===== src/rtl/if_fetch_controller.sv =====
// rtl/if_fetch_controller.sv - instruction-fetch sequencer with one-entry skid buffer
// Drives the PC into a 1-cycle synchronous memory and hands aligned instr/PC/valid to decode.
module if_fetch_controller #(
   parameter int MEM_DEPTH = 256,
   parameter int RESET_PC  = 0
) (
   input  logic        Clk,
   input  logic        Reset,
   input  logic        Stall,
   input  logic        Branch_Taken,
   input  logic [31:0] Branch_Target,
   output logic [31:0] PC_IF,
   input  logic [31:0] Instruction_IF,
   output logic [31:0] Instruction_ID,
   output logic [31:0] PC_ID,
   output logic        Valid_ID
);

   localparam int AW = $clog2(MEM_DEPTH);
   localparam logic [AW-1:0] RESET_PC_W = AW'(RESET_PC);

   logic [AW-1:0] pc_q, pc_d;
   logic          req_valid_q, req_valid_d;
   logic [AW-1:0] req_pc_q, req_pc_d;
   logic          skid_valid_q, skid_valid_d;
   logic [31:0]   skid_instr_q, skid_instr_d;
   logic [AW-1:0] skid_pc_q, skid_pc_d;
   logic [31:0]   id_instr_q, id_instr_d;
   logic [AW-1:0] id_pc_q, id_pc_d;
   logic          id_valid_q, id_valid_d;

   logic unused_target_bits;
   assign unused_target_bits = ^Branch_Target[31:AW];

   always_comb begin
      pc_d         = pc_q;
      req_valid_d  = req_valid_q;
      req_pc_d     = req_pc_q;
      skid_valid_d = skid_valid_q;
      skid_instr_d = skid_instr_q;
      skid_pc_d    = skid_pc_q;
      id_instr_d   = id_instr_q;
      id_pc_d      = id_pc_q;
      id_valid_d   = id_valid_q;

      if (Branch_Taken) begin
         pc_d         = Branch_Target[AW-1:0];
         req_valid_d  = 1'b0;
         skid_valid_d = 1'b0;
         id_valid_d   = 1'b0;
      end else if (Stall) begin
         // Capture the word arriving now; the memory's re-read of the held PC is discarded.
         if (req_valid_q && !skid_valid_q) begin
            skid_valid_d = 1'b1;
            skid_instr_d = Instruction_IF;
            skid_pc_d    = req_pc_q;
         end
         req_valid_d = 1'b0;
      end else begin
         if (skid_valid_q) begin
            id_instr_d   = skid_instr_q;
            id_pc_d      = skid_pc_q;
            id_valid_d   = 1'b1;
            skid_valid_d = 1'b0;
         end else begin
            id_instr_d = Instruction_IF;
            id_pc_d    = req_pc_q;
            id_valid_d = req_valid_q;
         end
         req_pc_d    = pc_q;
         req_valid_d = 1'b1;
         pc_d        = pc_q + AW'(1);
      end
   end

   always_ff @(posedge Clk or posedge Reset) begin
      if (Reset) begin
         pc_q         <= RESET_PC_W;
         req_valid_q  <= 1'b0;
         req_pc_q     <= '0;
         skid_valid_q <= 1'b0;
         skid_instr_q <= '0;
         skid_pc_q    <= '0;
         id_instr_q   <= '0;
         id_pc_q      <= '0;
         id_valid_q   <= 1'b0;
      end else begin
         pc_q         <= pc_d;
         req_valid_q  <= req_valid_d;
         req_pc_q     <= req_pc_d;
         skid_valid_q <= skid_valid_d;
         skid_instr_q <= skid_instr_d;
         skid_pc_q    <= skid_pc_d;
         id_instr_q   <= id_instr_d;
         id_pc_q      <= id_pc_d;
         id_valid_q   <= id_valid_d;
      end
   end

   assign PC_IF          = {{(32-AW){1'b0}}, pc_q};
   assign PC_ID          = {{(32-AW){1'b0}}, id_pc_q};
   assign Instruction_ID = id_instr_q;
   assign Valid_ID       = id_valid_q;

endmodule


===== config.mk =====
export PLATFORM = sky130hd
export DESIGN_NAME = if_fetch_controller
export DESIGN_NICKNAME = d
export VERILOG_FILES = /design/src/rtl/if_fetch_controller.sv
export SDC_FILE = /design/constraint.sdc
export NUM_CORES = 1
export LEC_CHECK = 0
export BUFFER_PORTS_ARGS = -buffer_cell sky130_fd_sc_hd__buf_2
export CAP_MARGIN = 20
export CORE_AREA = 5 5 144 146
export CTS_BUF_LIST = sky130_fd_sc_hd__clkbuf_8
export CTS_CLUSTER_DIAMETER = 100
export DETAILED_ROUTE_END_ITERATION = 7
export DIE_AREA = 0 0 149 151
export GPL_TIMING_DRIVEN = 0
export HOLD_SLACK_MARGIN = 0.08
export SLEW_MARGIN = 30
export SYNTH_ARGS = -nofsm -noshare
export SYNTH_HDL_FRONTEND = slang
export SYNTH_SLANG_ARGS = --single-unit

===== constraint.sdc =====
create_clock -name Clk -period 2.6 [get_ports Clk]
set_input_delay 0 -clock Clk [delete_from_list [all_inputs] [get_ports Clk]]
set_output_delay 0 -clock Clk [all_outputs]
set_load 0.05 [all_outputs]

==> reports/results.tsv <==
metric	value	unit
routability cong.	0.7300	
Worst Path Buf+Inv	1	
Final ANT Viol Nets	0	
PwrDens	712.4	nW/um2
Synth cell types	29	
min cycle time layout	1831	ps
CP required	2910	ps
Fin. Hold Viols	0	
H-tree Lvls	3	
fraction of layout cells with a size suffix above 1	0.3549	
Final Slew Violations	0	
Vias	3309	
# diodes	0	
mux cell area share after synthesis	0.2128	
first-pass GRT wire length	18.06	mm
Starting Density	0.2465	
Synth Warn #	0	
vias per inst	3.812	
crit path capture type	register	
family with the most delay on the worst path	simple AND/OR/NAND/NOR gates	
DP Area	5752	um2
Num CTS Buffers	9	
FF+latch count, synth	99	
drt pass-1 iters	4	
GRT Total Usage	0.1034	
# fillers	2006	
PostCTS Resize Cnt	0	
classification of the worst-slack hold path	in -> reg	
post-layout util	0.3361	
DIE AREA	22500	um2
most common cell after layout, fill and taps aside	buf_2	
# IOs	165	
Std-Cell Rows	51	
fmax	546.0	MHz
CTS tree	built	
critical path peak fanout	6	
Routed WL	11.39	mm
Peak VDD IR	0.3620	mV
outcome	finished, final reports clean	
register area share after synthesis	0.5215	
critical path type	reg -> reg	
# DRC	0	
RSZ-0062 raised after global routing	false	
critical path's largest stage delay	540	ps
Setup Buffers After CTS	0	
final hold slack	182.4	ps
setup TNS	0	ps
nets	667	
CTS sink count	99	
Least-Margin Pin Slew	537.7	ps
IO buf count	92	
P_leak	3.156	nW
Max-Cap Viols	0	
clock root cell	clkbuf_8	
# setup viols final	0	
mapped cell area	4751	um2
Synth Area in Simple Gates	0.09086	
CTS max path bufs	2	
Final Instance Count excl. Fillers	868	
crit-path cells	nand4b_4, or4_1, nand3_1, dlygate4sd3_1	
Fin Clk Skew	5.979	ps
GRT overflow	0	
post-synthesis xor/xnor area fraction	0.007374	
critical path launch point type	register	
later-pin clock latency in the skew report	370	ps
Core Area	19270	um2
Synth Area in Compound Gates	0.05162	
Layout area overhead	36.34	%
DR WL/cell	13.12	um
period utilisation layout	0.7044	
DP Wirelength	8.029	mm
drt first-iter violations	133	
Clock transition at path regs	100	ps
initial antenna violation count	0	
gate count after technology mapping	401	
Cells after DPL	806	
chip width	149	um
Rel. slew slack	0.6415	
main combinational cell family by area after synthesis	multiplexers	
CP arrival	2150	ps
adder-cell area share of the yosys netlist	0.002634	
synthesized area per cell	11.85	um2
commonest cells after routing, fill and taps aside	100 x buf_2, 99 x dfrtp_1, 74 x nand2_1	
vias in the first global route	3431	
Die Y	151	um
CP max stage cell	dlygate4sd3_1	
largest net degree at the start of global routing	51	
Hold-fix buffers, CTS	46	
Layout Cell Area excl Fill	6477	um2
layout make-up:
class                   count  area (um2)  share of cell area
flip-flops and latches     99        2477              0.3825
multi-input cells         277        1916              0.2957
repair buffers            139       948.4              0.1464
plain buffers              70       526.8             0.08132
well taps                 265       331.6             0.05119
clock inverters             7       141.4             0.02183
clock buffers               9       123.9             0.01912
inverters                   2       12.51            0.001932
registers in the layout (all words and copies together) (netlist names), 8 cells and up:
signal          flops
Instruction_ID     32
id_pc_q             8
pc_q                8
req_pc_q            8
skid_instr_q       32
skid_pc_q           8
metal layers:
layer	wire [um]	GRT usage
met5	0	0
met4	69	0.01785
met3	580	0.03351
met2	5577	0.1742
met1	5165	0.1322
path summary, 6_finish.rpt:
check	from	end	slack, ps	cells after the start
max in group asynchronous	Reset	skid_valid_q	1770	4
min reg2reg	Instruction_ID[17]	Instruction_ID[17]	480	2
max reg2reg	pc_q[2]	pc_q[7]	770	4
min in group asynchronous	Reset	skid_instr_q[13]	210	3
max	pc_q[2]	pc_q[7]	770	4
min	Branch_Taken	Valid_ID	180	3
through the flow:
stage | power, mW | setup slack, ps
floorplan | 3.012 | 9.573
global placement | 3.275 | -1403
detailed placement | 3.303 | 980.9
CTS | 4.698 | 770.9
global route | 4.874 | 659.1
finish | 4.615 | 768.6
worst reg2reg max path, delay by kind of cell, from the launching register on:
| family | cells | cell delay, ps |
|---|---|---|
| simple gates | 3 | 730 |
| buf+inv | 1 | 540 |
| flops | 1 | 500 |
cells by family after synthesis:
kind of cell    after synthesis
buf+inv                      72
mux                          81
fa+ha+maj                     1
other cells                   1
flops                        99
simple gates                 94
xor+xnor                      4
compound gates               49
power by group:
group	switching (mW)	leakage (nW)	total (mW)	internal, mW
clock network	0.561	0.135	1.30	0.736
registers	0.166	1.23	1.98	1.81
logic	0.828	1.79	1.34	0.508
Yosys cell counts:
library cell	n	area share
and4bb_4	1	0.0034
buf_12	4	0.017
buf_2	8	0.0084
buf_4	48	0.076
buf_6	1	0.0024
clkbuf_1	8	0.0063
clkbuf_2	1	0.0011
conb_1	1	0.00079
dfrtp_1	99	0.52
ha_1	1	0.0026
inv_1	1	0.00079
inv_2	1	0.00079
mux2_4	40	0.13
mux2i_1	41	0.086
nand2_1	74	0.058
nand3_1	4	0.0042
nand3b_1	1	0.0016
nand4_1	1	0.0013
nand4b_1	1	0.0018
nand4b_4	1	0.0050
nor2_1	1	0.00079
nor2b_1	5	0.0066
nor3b_1	1	0.0016
o21ai_0	4	0.0042
o21ai_1	45	0.047
or2_1	1	0.0013
or4_1	3	0.0047
xnor2_1	1	0.0018
xor2_1	3	0.0055
Power figures use the tool's default switching activity.
